`src/rtl/nonogram_stream_parser.sv`:
```
// Nonogram clue-stream parser: 2-byte tokens from the UART in, clue BRAM writes out.
// Row addresses are accumulated (row_base += stride) so no multiplier is needed.
module nonogram_stream_parser #(
  parameter int DIM_W    = 12,
  parameter int MAX_DIM  = 4095,
  parameter int DATA_W   = 13,
  parameter int ADDR_W   = 26,
  parameter int MAX_ROWS = 65535
) (
  input  logic              clk,
  input  logic              rst_n,
  input  logic [7:0]        byte_in,
  input  logic              valid_in,
  output logic              ready_out,
  output logic              wr_valid,
  input  logic              wr_ready,
  output logic [ADDR_W-1:0] wr_addr,
  output logic [DATA_W-1:0] wr_data,
  output logic [DIM_W-1:0]  n,
  output logic [DIM_W-1:0]  m,
  output logic              board_done,
  output logic              err,
  output logic [2:0]        err_code
);
  localparam int ROW_W = $clog2(MAX_ROWS + 1);
  localparam int COL_W = DIM_W + 1;

  localparam logic [2:0] FL_START_BOARD = 3'b111;
  localparam logic [2:0] FL_END_BOARD   = 3'b000;
  localparam logic [2:0] FL_START_LINE  = 3'b110;
  localparam logic [2:0] FL_END_LINE    = 3'b001;
  localparam logic [2:0] FL_AND         = 3'b101;
  localparam logic [2:0] FL_OR          = 3'b010;

  typedef enum logic [1:0] {IDLE, HDR_M, BODY} state_t;
  state_t state, state_nx;

  logic              phase, run, accept, tok_fire;
  logic [7:0]        byte0;
  logic [2:0]        flag;
  logic [12:0]       payload;
  logic [DIM_W-1:0]  pay_dim, n_nx, m_nx;
  logic [COL_W-1:0]  stride, stride_nx, col, col_nx;
  logic [ROW_W-1:0]  row, row_nx, line_idx, li_nx;
  logic [ADDR_W-1:0] row_base, row_base_nx, wr_addr_nx;
  logic [DATA_W-1:0] wr_data_nx;
  logic              wr_set, done_nx, err_nx;
  logic [2:0]        err_code_nx;

  function automatic logic dim_bad(input logic [DIM_W-1:0] d);
    return (d == '0) || (32'(d) > MAX_DIM);
  endfunction

  function automatic logic [COL_W-1:0] stride_of(input logic [DIM_W-1:0] a,
                                                 input logic [DIM_W-1:0] b);
    return (a > b) ? ({1'b0, a} + COL_W'(1)) : ({1'b0, b} + COL_W'(1));
  endfunction

  // No byte is taken while a write is outstanding; held low during and right after reset.
  assign ready_out = run && !wr_valid;
  assign accept    = valid_in && ready_out;
  assign tok_fire  = accept && phase;
  assign flag      = byte0[7:5];
  assign payload   = {byte0[4:0], byte_in};
  assign pay_dim   = payload[DIM_W-1:0];

  always_comb begin
    state_nx    = state;
    n_nx        = n;
    m_nx        = m;
    stride_nx   = stride;
    row_nx      = row;
    row_base_nx = row_base;
    col_nx      = col;
    li_nx       = line_idx;
    wr_set      = 1'b0;
    wr_addr_nx  = wr_addr;
    wr_data_nx  = wr_data;
    done_nx     = 1'b0;
    err_nx      = 1'b0;
    err_code_nx = 3'd0;
    if (tok_fire) begin
      case (state)
        IDLE: begin
          if (flag == FL_START_BOARD) begin
            n_nx     = pay_dim;
            state_nx = HDR_M;
          end
        end
        HDR_M: begin
          state_nx = IDLE;
          if (flag != FL_START_BOARD) begin
            err_nx      = 1'b1;
            err_code_nx = 3'd1;
          end else begin
            m_nx        = pay_dim;
            stride_nx   = stride_of(n, pay_dim);
            row_nx      = '0;
            row_base_nx = '0;
            col_nx      = '0;
            li_nx       = '0;
            if (dim_bad(n) || dim_bad(pay_dim)) begin
              err_nx      = 1'b1;
              err_code_nx = 3'd2;
            end else begin
              state_nx = BODY;
            end
          end
        end
        BODY: begin
          case (flag)
            FL_START_BOARD: begin
              n_nx     = pay_dim;
              state_nx = HDR_M;
            end
            FL_START_LINE: begin
              wr_set     = 1'b1;
              wr_addr_nx = row_base;
              wr_data_nx = DATA_W'(line_idx);
              col_nx     = COL_W'(1);
            end
            FL_AND: begin
              if (col == stride) begin
                err_nx      = 1'b1;
                err_code_nx = 3'd5;
                state_nx    = IDLE;
              end else begin
                wr_set     = 1'b1;
                wr_addr_nx = row_base + ADDR_W'(col);
                wr_data_nx = DATA_W'(payload);
                col_nx     = col + COL_W'(1);
              end
            end
            FL_OR, FL_END_LINE: begin
              if (32'(row) == MAX_ROWS) begin
                err_nx      = 1'b1;
                err_code_nx = 3'd6;
                state_nx    = IDLE;
              end else begin
                row_nx      = row + ROW_W'(1);
                row_base_nx = row_base + ADDR_W'(stride);
                if (flag == FL_OR) begin
                  // OR continues the same line on a fresh row, tagged with the current line index
                  wr_set     = 1'b1;
                  wr_addr_nx = row_base_nx;
                  wr_data_nx = DATA_W'(line_idx);
                  col_nx     = COL_W'(1);
                end else begin
                  col_nx = '0;
                  li_nx  = line_idx + ROW_W'(1);
                end
              end
            end
            FL_END_BOARD: begin
              state_nx = IDLE;
              if (line_idx == (ROW_W'(n) + ROW_W'(m))) begin
                done_nx = 1'b1;
              end else begin
                err_nx      = 1'b1;
                err_code_nx = 3'd4;
              end
            end
            default: begin
              err_nx      = 1'b1;
              err_code_nx = 3'd3;
              state_nx    = IDLE;
            end
          endcase
        end
        default: state_nx = IDLE;
      endcase
    end
  end

  always_ff @(posedge clk or negedge rst_n) begin
    if (!rst_n) begin
      state      <= IDLE;
      run        <= 1'b0;
      phase      <= 1'b0;
      byte0      <= '0;
      n          <= '0;
      m          <= '0;
      stride     <= '0;
      row        <= '0;
      row_base   <= '0;
      col        <= '0;
      line_idx   <= '0;
      wr_valid   <= 1'b0;
      wr_addr    <= '0;
      wr_data    <= '0;
      board_done <= 1'b0;
      err        <= 1'b0;
      err_code   <= 3'd0;
    end else begin
      state      <= state_nx;
      run        <= 1'b1;
      if (accept) begin
        phase <= !phase;
        if (!phase) byte0 <= byte_in;
      end
      n          <= n_nx;
      m          <= m_nx;
      stride     <= stride_nx;
      row        <= row_nx;
      row_base   <= row_base_nx;
      col        <= col_nx;
      line_idx   <= li_nx;
      wr_addr    <= wr_addr_nx;
      wr_data    <= wr_data_nx;
      if (wr_set) wr_valid <= 1'b1;
      else if (wr_ready) wr_valid <= 1'b0;
      board_done <= done_nx;
      err        <= err_nx;
      err_code   <= err_code_nx;
    end
  end
endmodule

```
`config.mk`:
```
export PLATFORM = sky130hd
export DESIGN_NAME = nonogram_stream_parser
export DESIGN_NICKNAME = d
export VERILOG_FILES = /design/src/rtl/nonogram_stream_parser.sv
export SDC_FILE = /design/constraint.sdc
export NUM_CORES = 1
export LEC_CHECK = 0
export CORE_ASPECT_RATIO = 0.75
export CORE_MARGIN = 3
export CORE_UTILIZATION = 55
export CTS_BUF_LIST = sky130_fd_sc_hd__clkbuf_16
export CTS_CLUSTER_SIZE = 24
export DETAILED_ROUTE_END_ITERATION = 10
export PLACE_DENSITY_LB_ADDON = 0.2
export RECOVER_POWER = 25
export SLEW_MARGIN = 20
export SYNTH_ARGS = -nofsm -noshare
export SYNTH_HDL_FRONTEND = slang
export SYNTH_SLANG_ARGS = --single-unit
```
`constraint.sdc`:
```
create_clock -name clk -period 8.15 [get_ports clk]
set_input_delay 1.63 -clock clk [delete_from_list [all_inputs] [get_ports clk]]
set_output_delay 1.63 -clock clk [all_outputs]
set_load 0.01 [all_outputs]
```
==> results.json <==
{
  "outcome": "finished, final reports clean",
  "drtIter0Drc": 1187,
  "path_cells": "clkdlybuf4s50_1, inv_1, ha_1, a21oi_1, nor2_1, a2111oi_0, a21oi_2, buf_4, o21ai_0, ha_1, nand3_1, nor4_1, mux2i_1, o21a_1, o31ai_1",
  "final_cell_mix": "dfrtp_1, nand2_1, nor2_1",
  "hold_path.class": "reg2reg",
  "syn2layout_area_growth_pct": 14.72,
  "cts_setup_buffers": 0,
  "fp.dieH_um": 126.6,
  "tns_ns": 0,
  "syn_avg_cell_area_sq_um": 8.788,
  "cts_root_buf": "clkbuf_16",
  "multi_input_area_sq_um": 6168,
  "finalHoldViolations": 0,
  "rsz0062_at_grt": "false",
  "cp.arrival_ns": 5.37,
  "ys_warn_count": 0,
  "synth.net_count": 1286,
  "crit_buf_inv": 3,
  "die_x_um": 166.8,
  "crit_type": "in2reg",
  "final_area_sq_um": 12230,
  "clk_latency_ns": 0.44,
  "dr.pass1.iters": 5,
  "place.gp.congestion": 0.9670,
  "clock_path_buffers": 2,
  "final_common_cell": "dfrtp_1",
  "power_density_nw_per_um2": 255.6,
  "fillCellCount": 1567,
  "cts_made_buffers": 17,
  "worstMarginPinSlew_ns": 1.116,
  "critPathRequiredTime_ns": 8.49,
  "ff2ff_setup_slack_ns": 4.19,
  "antenna_cells": 0,
  "period_share": 0.6170,
  "detailed_place_hpwl_mm": 22.05,
  "dieArea_sq_um": 21110,
  "cp-end-kind": "flop",
  "syn_area_sq_um": 10660,
  "ys_types": 73,
  "setup_ws_ns": 3.122,
  "nets": 1344,
  "viasPerCell": 6.238,
  "fin_skew_ns": 0.01260,
  "min_period_ns": 5.028,
  "cts_max_level": 4,
  "drt_drc_violations_left": 0,
  "synthCells": 1213,
  "clock_sinks": 165,
  "max_clock_freq_ghz": 0.1989,
  "drt-total-wl_mm": 30.66,
  "post_dp_cell_area_sq_um": 11660,
  "grt_pass1_wl_mm": 49.70,
  "start_util": 0.5694,
  "async_flop_share": 1.000,
  "grt_usage": 0.2940,
  "place_ws_ns": 2.662,
  "wl_per_cell_um": 20.03,
  "slew_headroom": 0.2535,
  "p_leak_nw": 5.310,
  "ys_seq_elements": 165,
  "min_to": "wr_addr[6]$_DFFE_PN0P_",
  "ys_seq_area_frac": 0.3873,
  "max_stage_delay_ns": 0.63,
  "synth_edf_count": 0,
  "crit_slowest_cell": "clkdlybuf4s50_1",
  "cts-resized-gates": 0,
  "power_mw": 3.125,
  "critical_path.top_delay_family": "compound AO/OA/AOI/OAI gates",
  "worst_setup_path_start_kind": "input port",
  "setup_viol": 0,
  "vias": 9550,
  "max_cap_violations": 0,
  "portBuffers": 81,
  "grt_max_degree": 108,
  "seq_area_sq_um": 4129,
  "postRouteAntennaNets": 0,
  "hold_depth": 2,
  "antenna_found_initial": 0,
  "synth_flop_cell": "dfrtp_1",
  "grt_remaining_overflow": 0,
  "path_max_fanout": 22,
  "crit_top_cell": "ha_1",
  "maxSlewViolCount": 0,
  "grt_pass1_vias": 9050,
  "drive_gt1_frac": 0.06153,
  "min-delay-start": "wr_addr[6]$_DFFE_PN0P_",
  "clk_pin_slew_ns": 0.07,
  "vdd_drop_max_mv": 0.1343,
  "tritoncts": "yes",
  "cts_hold_buf": 0,
  "core_sq_um": 18720,
  "rows": 43,
  "reg2regPathDepth": 14,
  "r2r-end": "stride[10]$_DFFE_PN0P_",
  "r2r_start": "byte0[1]$_DFFE_PN0P_",
  "design.portCount": 82
}
-- synth_stat cells, types with 4 or more instances --
cell | n | area share
o21bai_1 | 4 | 0.0028
buf_2 | 9 | 0.0042
and4_1 | 4 | 0.0033
o31ai_1 | 23 | 0.016
nand2b_1 | 6 | 0.0035
a22oi_1 | 4 | 0.0028
or4_1 | 5 | 0.0035
nand2_1 | 144 | 0.051
ha_1 | 58 | 0.068
nand3_1 | 39 | 0.018
o211ai_1 | 7 | 0.0049
o21a_1 | 7 | 0.0049
xor2_1 | 44 | 0.036
a2bb2oi_1 | 5 | 0.0041
and3_1 | 16 | 0.0094
a31oi_1 | 40 | 0.023
nor2_1 | 110 | 0.039
or3_1 | 22 | 0.013
nand4_1 | 22 | 0.013
mux2i_1 | 7 | 0.0066
a22o_1 | 12 | 0.0099
a21oi_1 | 64 | 0.030
a221oi_1 | 9 | 0.0074
a21o_1 | 11 | 0.0077
o41ai_1 | 4 | 0.0033
clkbuf_1 | 39 | 0.014
nor4_1 | 15 | 0.0088
nor3_1 | 16 | 0.0075
inv_1 | 44 | 0.015
o21ai_0 | 106 | 0.050
a2111oi_0 | 5 | 0.0041
and2_1 | 13 | 0.0076
mux2_2 | 20 | 0.021
dfrtp_1 | 165 | 0.39
xnor2_1 | 42 | 0.035
a211oi_1 | 9 | 0.0063
nor2b_1 | 10 | 0.0059
-- area by class of cell --
| cell class | count | share of cell area |
|---|---|---|
| timing repair buffer | 91 | 0.07254 |
| clock buffer | 17 | 0.03479 |
| inverter | 44 | 0.01351 |
| clock inverter | 15 | 0.01187 |
| tap | 247 | 0.02527 |
| sequential | 165 | 0.3376 |
| multi-input combinational | 952 | 0.5044 |
-- worst register-to-register path: stages (launching register included) --
cell and delay (ns):
dfrtp_1 0.48, inv_1 0.16, ha_1 0.32, a21oi_1 0.23
o21ai_0 0.17, a2111oi_0 0.52, a21oi_2 0.11, buf_4 0.24
o21ai_0 0.26, ha_1 0.26, nand3_1 0.15, nor4_1 0.30
mux2i_1 0.22, o21a_1 0.23, o31ai_1 0.22
-- cells by family (layout without fill, tap and decap cells) --
kind of cell             after synthesis  in the layout  synth area share
adder cells (fa/ha/maj)               62             62           0.07465
XOR/XNOR                              86             86           0.07066
multiplexers                          27             27           0.02770
AO/OA/AOI/OAI                        347            347            0.2141
flip-flops                           165            165            0.3873
other                                  1              1         0.0003518
AND/OR/NAND/NOR                      429            429            0.1890
buffers and inverters                 96            167           0.03627
-- through the flow --
stage / std cells / hold WS (ns) / util
detailed placement: 1499 / 0.4694 / 0.6227
CTS: 1531 / 0.4841 / 0.6532
floorplan: 1213 / 0.4604 / -
global placement: 1499 / 0.4648 / 0.6227
finish: 1531 / 0.4800 / 0.6532
global route: 1531 / 0.5130 / 0.6532
-- report_power, final --
group	switching, mW	internal (mW)
Clock	0.372	0.428
Sequential	0.227	0.932
Combinational	0.701	0.465
Total	1.30	1.83
-- registers in the layout, summed over array words and instances, names as in the netlist --
register    count
byte0           8
line_idx       16
stride         13
state           2
err_code        3
m              12
n              12
wr_valid        1
board_done      1
wr_addr        26
phase           1
err             1
col            13
row            16
run             1
wr_data        13
row_base       26
-- worst max path at each step --
stage | startpoint | endpoint | cells after the start
2_1_floorplan | byte_in[2] | stride[10]$_DFFE_PN0P_ | 16
3_3_place_gp | byte_in[5] | stride[10]$_DFFE_PN0P_ | 15
3_5_place_dp | byte_in[5] | stride[10]$_DFFE_PN0P_ | 15
4_1_cts | byte_in[5] | stride[10]$_DFFE_PN0P_ | 15
5_1_grt | byte_in[5] | stride[10]$_DFFE_PN0P_ | 15
6_report | byte_in[5] | stride[10]$_DFFE_PN0P_ | 15
-- routing by layer --
metal	routed length, um	vias to the layer above	track usage	share of wire
met5	0	-	0	0
met4	386	0	0.08099	0.013
met3	2818	35	0.07882	0.092
met2	12600	383	0.4079	0.41
met1	14850	4596	0.4521	0.48
li1	-	4536	-	-
No activity file was read; power rests on OpenSTA's default activity.
==> variant (same settings) <==
Re-encode `state_t` (3 states) as one-hot, 3 bits wide.
--- a/src/rtl/nonogram_stream_parser.sv
+++ b/src/rtl/nonogram_stream_parser.sv
@@ -32,7 +32,7 @@
   localparam logic [2:0] FL_AND         = 3'b101;
   localparam logic [2:0] FL_OR          = 3'b010;
 
-  typedef enum logic [1:0] {IDLE, HDR_M, BODY} state_t;
+  typedef enum logic [2:0] {IDLE = 3'b001, HDR_M = 3'b010, BODY = 3'b100} state_t;
   state_t state, state_nx;
 
   logic              phase, run, accept, tok_fire;
Check against the original RTL: no difference found for any inputs over 4 cycles, from zero or initial values and one cycle with rst_n low; so few cycles prove little.
==> variant against the unedited design <==
The run now ends with max-capacitance violations, max-slew violations left. Final area down 0.65%. Total power down 15%. Setup slack worse by 0.73 ns. First-iteration DRC count fell by 14%. Synthesized area fell by 1.2%. Clock power is 10% higher. Die area down 1.1%. Global-route usage decreased by 0.098 points. Wire length decreased by 0.87%. Sequential cell count rose by 1. Final cell count up 0.20%. Worst hold slack gained 0.0077 ns. Largest cell class unchanged. Largest power group is now registers.
==> variant: results (changes against the unedited design) <==
set qor(status) {complete, but fails checks}
set qor(violated_checks) {max-capacitance violations, max-slew violations}
set qor(place.gp.congestion) 0.9669 ;# about the same
set qor(post_synth_main_area_contributors) {sky130_fd_sc_hd__dfrtp_1 (39%), sky130_fd_sc_hd__ha_1 (6.4%), sky130_fd_sc_hd__xnor2_1 (5.7%), sky130_fd_sc_hd__o21ai_0 (5.0%), sky130_fd_sc_hd__nand2_1 (5.0%)}
set qor(postCtsResizedCells) 0 ;# unchanged
set qor(cts-root-to-sink-buffers) 2 ;# unchanged
set qor(synth_warnings) 0 ;# unchanged
set qor(ys_seq_area_frac) 0.3945 ;# +0.007188
set qor(diodes) 0 ;# unchanged
set qor(clkSlewWorstSetupHoldPaths_ns) 0.07 ;# about the same
set qor(final.setup_skew_ns) 0.01388 ;# +0.001275 ns
set qor(first_global_vias) 8980 ;# -0.77%
set qor(critical-path-max-stage-delay_ns) 3.30 ;# +2.67 ns
set qor(drv_cap) 2 ;# +2
set qor(vdd_ir_drop_max_mv) 0.1828 ;# +36%
set qor(cts_post_setup_buffers_inserted) 0 ;# unchanged
set qor(routed_wire_length_per_instance_um) 19.81 ;# -1.1%
set qor(worst_ep_arrival_time_ns) 6.17 ;# +0.80 ns
set qor(drive_above_1_share) 0.05672 ;# -0.004805
set qor(peak_fanout_along_the_critical_path) 89 ;# +300%
set qor(antenna_found_initial) 0 ;# unchanged
set qor(drtPass1Iterations) 6 ;# +1
set qor(timing_max_transition_violations_final) 139 ;# +139
set qor(timing_worst_slew_pin_value_ns) 4.802 ;# +3.687 ns
set qor(tritoncts.num_buffers) 17 ;# unchanged
set qor(number_of_levels_in_the_clock_h_tree) 4 ;# unchanged
set qor(top_regs) {row_base: 26 flops, wr_addr: 26 flops}
set qor(placedInstanceArea_um2) 11550 ;# -0.92%
set qor(grt_max_degree) 90 ;# -17%
set qor(buffer_ports.inserted) 81 ;# unchanged
set qor(detailedRoute.firstIterationViolations) 1018 ;# -14%
set qor(syn-num-nets) 1290 ;# +0.31%
set qor(global_route.usage.total) 0.2930 ;# -0.0009751
set qor(synth.distinct_cells) 70 ;# -4.1%
set qor(path_delay_family) {buffers and inverters}
set qor(clk_latency_ns) 0.44 ;# about the same
set qor(via_count) 9617 ;# +0.70%
set qor(critical-path-slowest-cell) {sky130_fd_sc_hd__clkbuf_1}
set qor(cts.root.buffer_cell) {sky130_fd_sc_hd__clkbuf_16}
set qor(detailed_place_hpwl_mm) 21.62 ;# -2.0%
set qor(holdCritPathClass) {flop to flop}
set qor(grt_first_pass_wirelength_mm) 49.25 ;# -0.92%
set qor(synthTopCellsByCount) {sky130_fd_sc_hd__dfrtp_1 (165), sky130_fd_sc_hd__nand2_1 (141), sky130_fd_sc_hd__nor2_1 (115), sky130_fd_sc_hd__o21ai_0 (106), sky130_fd_sc_hd__a21oi_1 (75)}
set qor(p_leak_nw) 5.247 ;# -1.2%
set qor(synth_async_sr_flop_share) 1.000 ;# unchanged
variant: kinds of logic after synthesis:
group / Yosys count / synth area share
buffers and inverters: 97 / 0.03469
multiplexers: 19 / 0.02008
flip-flops: 166 / 0.3945
other: 1 / 0.0003560
adder cells (fa/ha/maj): 58 / 0.07080
AO/OA/AOI/OAI: 337 / 0.2008
XOR/XNOR: 97 / 0.08066
AND/OR/NAND/NOR: 446 / 0.1981
variant: final timing paths:
check	start	endpoint	cells past startpoint	slack (ns)
max	rst_n	state[2]	2	2.39
min	wr_addr[23]	wr_addr[23]	2	0.49
max reg2reg	byte0[2]	stride[10]	16	4.19
min reg2reg	wr_addr[23]	wr_addr[23]	2	0.49
max in group clk	byte_in[6]	stride[10]	17	2.76
min in group asynchronous	rst_n	m[7]	1	2.91
variant: area by class of cell:
type | instances | area, um^2
timing repair buffer | 94 | 898.4
tap | 247 | 309.0
sequential | 166 | 4155
clock buffer | 17 | 425.4
inverter | 37 | 138.9
multi-input combinational | 958 | 6021
fill | 1624 | 6466
clock inverter | 15 | 201.4
variant: per-stage QoR:
step	hold WS, ns	instances	setup slack, ns	util
2_1_floorplan	0.4571	1221	3.311	-
3_3_place_gp	0.4805	1502	2.544	0.6205
3_5_place_dp	0.4743	1502	2.431	0.6205
4_1_cts	0.4931	1534	2.879	0.6542
5_1_grt	0.5094	1534	1.560	0.6526
6_report	0.4876	1534	2.395	0.6526
variant: where the power goes:
part	leakage (nW)	internal (mW)	switching (mW)	total, mW
logic	2.67	0.304	0.448	0.752
clock network	0.307	0.516	0.366	0.881
registers	2.27	0.880	0.154	1.03
total	5.25	1.70	0.969	2.67
variant: layer usage:
metal / share of wire / track usage
met2: 0.42 / 0.4189
met4: 0.010 / 0.06748
met3: 0.096 / 0.07248
met5: 0 / 0
met1: 0.47 / 0.4494
